### src/rtl/drain_scheduler.sv
// Read-side scheduler for four packet queues: arbitrates one non-empty queue per service slot,
// presents its head on a valid/ready port, pops it on acceptance and counts transfers.
module drain_scheduler #(
    parameter int unsigned PERIOD = 4,
    parameter int unsigned CNT_W  = 8
) (
    input  logic             clk,
    input  logic             rst,
    input  logic             enable,
    input  logic             mode,
    input  logic [3:0]       buf_nonempty,
    input  logic [7:0]       head_data,
    input  logic             tx_ready,
    output logic             tx_valid,
    output logic [1:0]       tx_id,
    output logic [1:0]       tx_data,
    output logic [3:0]       pop,
    output logic             busy,
    output logic [CNT_W-1:0] sent_count
);

    localparam int unsigned TW = (PERIOD > 2) ? $clog2(PERIOD) : 1;
    localparam logic [TW-1:0] GapLoad = TW'(PERIOD - 1);
    localparam logic [CNT_W-1:0] CntMax = '1;

    typedef enum logic [1:0] {
        StIdle,
        StSend,
        StGap
    } state_e;

    state_e           state_q, state_d;
    logic             tx_valid_q, tx_valid_d;
    logic [1:0]       tx_id_q, tx_id_d;
    logic [1:0]       tx_data_q, tx_data_d;
    logic [3:0]       pop_q, pop_d;
    logic [CNT_W-1:0] count_q, count_d;
    logic [TW-1:0]    timer_q, timer_d;
    logic [1:0]       rr_ptr_q, rr_ptr_d;

    logic [1:0] win_prio;
    logic [1:0] win_rr;
    logic [1:0] win;
    logic [1:0] rr_idx;
    logic       rr_found;

    // Both arbiters are always evaluated; mode only picks which result is used.
    always_comb begin
        win_prio = 2'd0;
        for (int k = 3; k >= 0; k--) begin
            if (buf_nonempty[k]) begin
                win_prio = 2'(k);
            end
        end

        win_rr   = 2'd0;
        rr_found = 1'b0;
        rr_idx   = 2'd0;
        for (int i = 1; i <= 4; i++) begin
            rr_idx = rr_ptr_q + 2'(i);
            if (!rr_found && buf_nonempty[rr_idx]) begin
                win_rr   = rr_idx;
                rr_found = 1'b1;
            end
        end

        win = mode ? win_prio : win_rr;
    end

    always_comb begin
        state_d    = state_q;
        tx_valid_d = tx_valid_q;
        tx_id_d    = tx_id_q;
        tx_data_d  = tx_data_q;
        pop_d      = 4'b0000;
        count_d    = count_q;
        timer_d    = timer_q;
        rr_ptr_d   = rr_ptr_q;

        unique case (state_q)
            StIdle: begin
                if (enable && (buf_nonempty != 4'b0000)) begin
                    tx_id_d    = win;
                    tx_data_d  = head_data[{win, 1'b0} +: 2];
                    tx_valid_d = 1'b1;
                    state_d    = StSend;
                end
            end
            StSend: begin
                // enable and buf_nonempty are deliberately ignored: a started transfer completes.
                if (tx_ready) begin
                    tx_valid_d = 1'b0;
                    pop_d      = 4'b0001 << tx_id_q;
                    if (count_q != CntMax) begin
                        count_d = count_q + 1'b1;
                    end
                    rr_ptr_d = tx_id_q;
                    timer_d  = GapLoad;
                    state_d  = StGap;
                end
            end
            StGap: begin
                if (timer_q == '0) begin
                    state_d = StIdle;
                end else begin
                    timer_d = timer_q - 1'b1;
                end
            end
            default: begin
                state_d    = StIdle;
                tx_valid_d = 1'b0;
            end
        endcase
    end

    always_ff @(posedge clk) begin
        if (rst) begin
            state_q    <= StIdle;
            tx_valid_q <= 1'b0;
            tx_id_q    <= 2'd0;
            tx_data_q  <= 2'd0;
            pop_q      <= 4'b0000;
            count_q    <= '0;
            timer_q    <= '0;
            rr_ptr_q   <= 2'd3;
        end else begin
            state_q    <= state_d;
            tx_valid_q <= tx_valid_d;
            tx_id_q    <= tx_id_d;
            tx_data_q  <= tx_data_d;
            pop_q      <= pop_d;
            count_q    <= count_d;
            timer_q    <= timer_d;
            rr_ptr_q   <= rr_ptr_d;
        end
    end

    assign tx_valid   = tx_valid_q;
    assign tx_id      = tx_id_q;
    assign tx_data    = tx_data_q;
    assign pop        = pop_q;
    assign busy       = (state_q != StIdle);
    assign sent_count = count_q;

endmodule

### config.mk
export PLATFORM = sky130hd
export DESIGN_NAME = drain_scheduler
export DESIGN_NICKNAME = d
export VERILOG_FILES = /design/src/rtl/drain_scheduler.sv
export SDC_FILE = /design/constraint.sdc
export NUM_CORES = 1
export LEC_CHECK = 0
export ABC_AREA = 1
export BUFFER_PORTS_ARGS = -buffer_cell sky130_fd_sc_hd__buf_2
export CAP_MARGIN = 15
export CORE_MARGIN = 1
export CORE_UTILIZATION = 50
export DETAILED_ROUTE_END_ITERATION = 12
export PLACE_DENSITY = 0.76
export REMOVE_ABC_BUFFERS = 1
export SLEW_MARGIN = 0
export SYNTH_ARGS = -nofsm -noshare
export SYNTH_HDL_FRONTEND = slang
export SYNTH_SLANG_ARGS = --single-unit
### constraint.sdc
create_clock -name clk -period 4.1 [get_ports clk]
set_input_delay 0.82 -clock clk [delete_from_list [all_inputs] [get_ports clk]]
set_output_delay 0.82 -clock clk [all_outputs]
set_load 0.01 [all_outputs]
# After elaboration in Yosys (flattened, before gate mapping)
# Index checks and enable logic that the tools add are counted.
[classes]
n_addsub = 5
magnitude_cmp = 4
eq_ne = 7
n_shift = 2
muxes = 30
n_bitwise = 3
n_reduce_logical = 19
[op_table]
columns = ["cell", "count"]
rows = [
  ["$mux 2", 14],
  ["$lt 2x3->1 const B", 4],
  ["$reduce_and 3->1", 4],
  ["$mux 1", 9],
  ["$add 8x1->8 const B", 1],
  ["$bmux 1 s2", 4],
  ["$ne 2x2->1 const B", 4],
  ["$ne 8x8->1 const B", 1],
  ["$shiftx 8x4->2", 1],
  ["$pmux 2 s3", 1],
  ["$add 2x2->2 const B", 2],
  ["$logic_and 1x1->1", 4],
  ["$logic_not 2->1", 2],
  ["$pmux 2 s2", 1],
  ["$reduce_and 2->1", 2],
  ["$reduce_bool 2->1", 2],
  ["$reduce_bool 4->1", 1],
  ["$shl 1x2->4 const A", 1],
  ["$logic_not 1->1", 3],
  ["$not 1->1", 3],
  ["$pmux 1 s3", 1],
  ["$reduce_or 3->1", 1],
  ["$add 2x1->2 const B", 1],
  ["$eq 2x1->1 const B", 1],
  ["other kinds (2)", 2],
]
[totals]
regBits = 23
in_bits = 17
out_inout_bits = 18
elab_cells = 78

# Depth between registers and ports, before layout
[depth]
word_depth = 15
ltp_mapped = 16

# Worst setup path after synthesis
# No wires, ideal clock.
[synth_timing]
kind = "input to register"
start = "in buf_nonempty[3]"
end = "reg tx_data_q[0] (netlist: tx_data[0])"
setup_ns = 0.109
arrival_time_ns = 1.789
required_time_ns = 3.991
setup_slack_ns = 2.202
cell_stages = 14
path_buffers = 0
cell_sequence = "nand2_1 nand2_2 nand2_1 nand2_2 nor2_4 nand2_2 nand3_2 nand3_4 nand2_4 nand2_1 nand3_1 nand3_1 nand2_1 inv_1"
[synth_via]
elab_chain_cells = 14
word_cells_on_any_way = 30
[synth_rtl]
columns = ["element", "line", "rtl"]
rows = [
  ["from (decl)", "11", "input logic [3:0] buf_nonempty,"],
  ["$bmux 1 s2", "61", "if (!rr_found && buf_nonempty[rr_idx]) begin"],
  ["$mux 1 (implied by the code)", "61", ""],
  ["$mux 1", "61", ""],
  ["$logic_not 1->1", "61", ""],
  ["$logic_and 1x1->1", "61", ""],
  ["$mux 1", "61", ""],
  ["$logic_not 1->1", "61", ""],
  ["$logic_and 1x1->1", "61", ""],
  ["$mux 1", "61", ""],
  ["$logic_not 1->1", "61", ""],
  ["$logic_and 1x1->1", "61", ""],
  ["$mux 2", "61", ""],
  ["$mux 2", "67", "win = mode ? win_prio : win_rr;"],
  ["$shiftx 8x4->2", "84", "tx_data_d = head_data[{win, 1'b0} +: 2];"],
  ["to (signal assigned)", "130", "tx_data_q <= tx_data_d;"],
  ["to (decl)", "35", "logic [1:0] tx_data_q, tx_data_d;"],
]
# Several ways; a longest one is shown, not always the timed one. The select of a mux whose other input is x is not followed.
# A chain may end at the register's enable or synchronous reset.

# Final worst setup path
[layout_timing]
start = "in buf_nonempty[2]"
end = "reg tx_data_q[1] (netlist: tx_data[1])"
# Same word-level chain as after synthesis.

==> metrics.md <==
| Metric | Value |
|---|---|
| Antenna violations before repair | 0 |
| Drt first pass iters | 5 |
| Cts hold-fix bufs | 0 |
| Residual DRC count | 0 |
| Kind of critical path | input pin to flip-flop |
| Die width | 54.2 um |
| Tmin final | 1870 ps |
| Most area-consuming cells after synthesis | dfxtp_1 34%, inv_1 9.1%, nand2_1 8.8%, nand3_1 7.3%, nor2_1 6.1% |
| Worst Hold Class | flip-flop to flip-flop |
| H-tree levels | 1 |
| Total die area | 2940 sq um |
| Slew Limit Fails | 0 |
| PostCTS Resize Cnt | 0 |
| Footprint of the multi-input gates | 741 sq um |
| Core box area | 2520 sq um |
| Fin crit share | 45.7% |
| Area of placed instances | 1550 sq um |
| TritonCTS clock tree | yes |
| Vias after detailed routing | 1,308 |
| Slew @ Worst Pin | 706 ps |
| Via/cell ratio | 4.95 |
| Die height | 54.2 um |
| CP Capture Type | flip-flop |
| Mapped Area | 1360 sq um |
| Worst VDD drop | 258 uV |
| Num ports | 35 |
| HP Start | tx_valid |
| Fraction of layout cells with a size suffix above 1 | 27.4% |
| Max transition margin | 52.4% |
| Commonest non-fill, non-tap cell in the layout | buf_2 |
| Synth Instances | 199 |
| Post-detail-place hpwl | 2110 um |
| Worst setup SP type | input pin |
| Post-CTS Setup Inserts | 0 |
| Fill cell count | 257 |
| Vias in the first global route | 1,101 |
| Synth top area share | 33.8% |
| WP data arrival | 2100 ps |
| Starting Density | 54.1% |
| Design area | 1580 sq um |
| Leakage power | 0.821 nW |
| CTS sink count | 23 |
| CTS clk-pin slew, worst paths | 130 ps |
| GRT overflow | 0 |
| Most frequent cells in the layout | 34 x buf_2, 33 x inv_1, 32 x nand2_1 |
| WL per Instance | 10.1 um |
| Post-route ant nets | 0 |
| FMAX | 534 MHz |
| R2R setup slack | 2250 ps |
| Critical path origin | buf_nonempty[2] |
| Synth warn | 0 |
| Post-synth top area cell | dfxtp_1 |
| IO Port Bufs | 34 |
| Total CTS buffers | 3 |
| Outcome | finished, final reports clean |
| Setup tns final | 0 ps |
| Synthesis-stage register bit count | 23 |
| First-pass GRT wire length | 4360 um |
| Final setup vio count | 0 |
| Mean Syn Cell Area | 6.85 sq um |
| Synth-to-layout area growth | 15.9% |
| Unrepaired setup endpoints after global routing | false |
| FF+latch area | 460 sq um |
| # diodes | 0 |
| Total GRT Usage | 19.9% |
| Rows | 18 |
| RD Place Congestion | 0.812 |
| Post-synthesis sequential area ratio | 33.8% |
| Final Hold Viols | 0 |
| Pin count of the biggest net entering global routing | 14 |
| CP max FO | 5 |
| Synth cell types | 29 |
| 1st-iter DRT viols | 16 |
| Layout Skew | 11.6 ps |
| Root Driver | clkbuf_4 |
| Max clock buf depth | 2 |
| Nets | 254 |
| Clk_lat worst skew | 310 ps |
| Pwr/cell area | 297 nW/um^2 |
| CP Data Required Time | 4330 ps |
| Max-Cap Viols | 0 |
| Reg-to-reg startpoint | rr_ptr_q[0] |
| Final wirelength | 2670 um |
[flip-flops by register name (all words and copies together) (netlist names)]
signal      flops
rr_ptr_q        2
state_q         2
tx_valid        1
sent_count      8
pop             4
tx_data         2
timer_q         2
tx_id           2
[critical path: stages]
cell and delay [ps]:
buf_2 130, inv_1 50, a21oi_1 60, o21ai_0 560, nand3_1 190, nand3_1 120
nand3_1 70, nand2_1 60, inv_1 30
[area by class of cell]
| cell class | count | share of cell area (%) |
|---|---|---|
| Sequential cell | 23 | 29.1 |
| Multi-Input combinational cell | 136 | 46.9 |
| Timing Repair Buffer | 34 | 10.8 |
| Clock inverter | 1 | 0.317 |
| Clock buffer | 3 | 1.43 |
| Tap cell | 30 | 2.38 |
| Inverter | 37 | 9.11 |
[metal layers]
metal	GRT usage [%]	routed length, um
met5	0	0
met2	34.8	1270
met4	5.13	0
met3	2.50	106
met1	25.6	1300
[cell families (layout without fill, tap and decap cells)]
group | count (synthesis) | after routing | share of synthesized area, %
buf+inv | 40 | 75 | 11.9
compound gates | 33 | 33 | 14.0
simple gates | 101 | 101 | 38.4
flops | 23 | 23 | 33.8
fa+ha+maj | 2 | 2 | 1.83
[power by group]
| group | internal (mW) | switching, mW | total, mW |
|---|---|---|---|
| clock | 0.0364 | 0.0655 | 0.102 |
| combinational | 0.0467 | 0.0771 | 0.124 |
| sequential | 0.234 | 0.00997 | 0.244 |
| total | 0.317 | 0.153 | 0.470 |
[cell usage after synthesis]
cell       n
nor2_2     1
a221oi_1   1
a21oi_1   12
inv_2      1
nor3_1     3
nand3_2    1
nand4_2    1
inv_6      1
o21ai_1    1
o21bai_1   2
clkbuf_1   2
nand2_2   10
nor2_1    22
nand4_1    3
dfxtp_1   23
a21oi_2    1
o21a_1     1
inv_1     33
nand2_4    6
o21ai_2    2
buf_6      1
a31oi_1    3
nand2_1   32
nand3_1   20
nor2_4     1
nand3_4    1
o21ai_0   10
clkinv_1   2
ha_1       2
[worst paths after layout]
path                end  cells past startpoint
max          tx_data[1]                      9
min            tx_valid                      2
max reg2reg  tx_data[0]                     14
min reg2reg    tx_valid                      2
[metrics by stage]
stage / hold WS (ps) / setup slack, ps / instances / total power, mW / utilization [%]
after global routing: 521 / 2040 / 264 / 0.501 / 62.6
after floorplan: 447 / 2200 / 196 / 0.339 / -
final: 468 / 2230 / 264 / 0.470 / 62.6
after CTS: 475 / 2250 / 264 / 0.478 / 62.6
after global placement: 460 / 1920 / 260 / 0.372 / 61.6
after detailed placement: 458 / 1900 / 260 / 0.373 / 61.6
No activity file was read; power rests on OpenSTA's default activity.
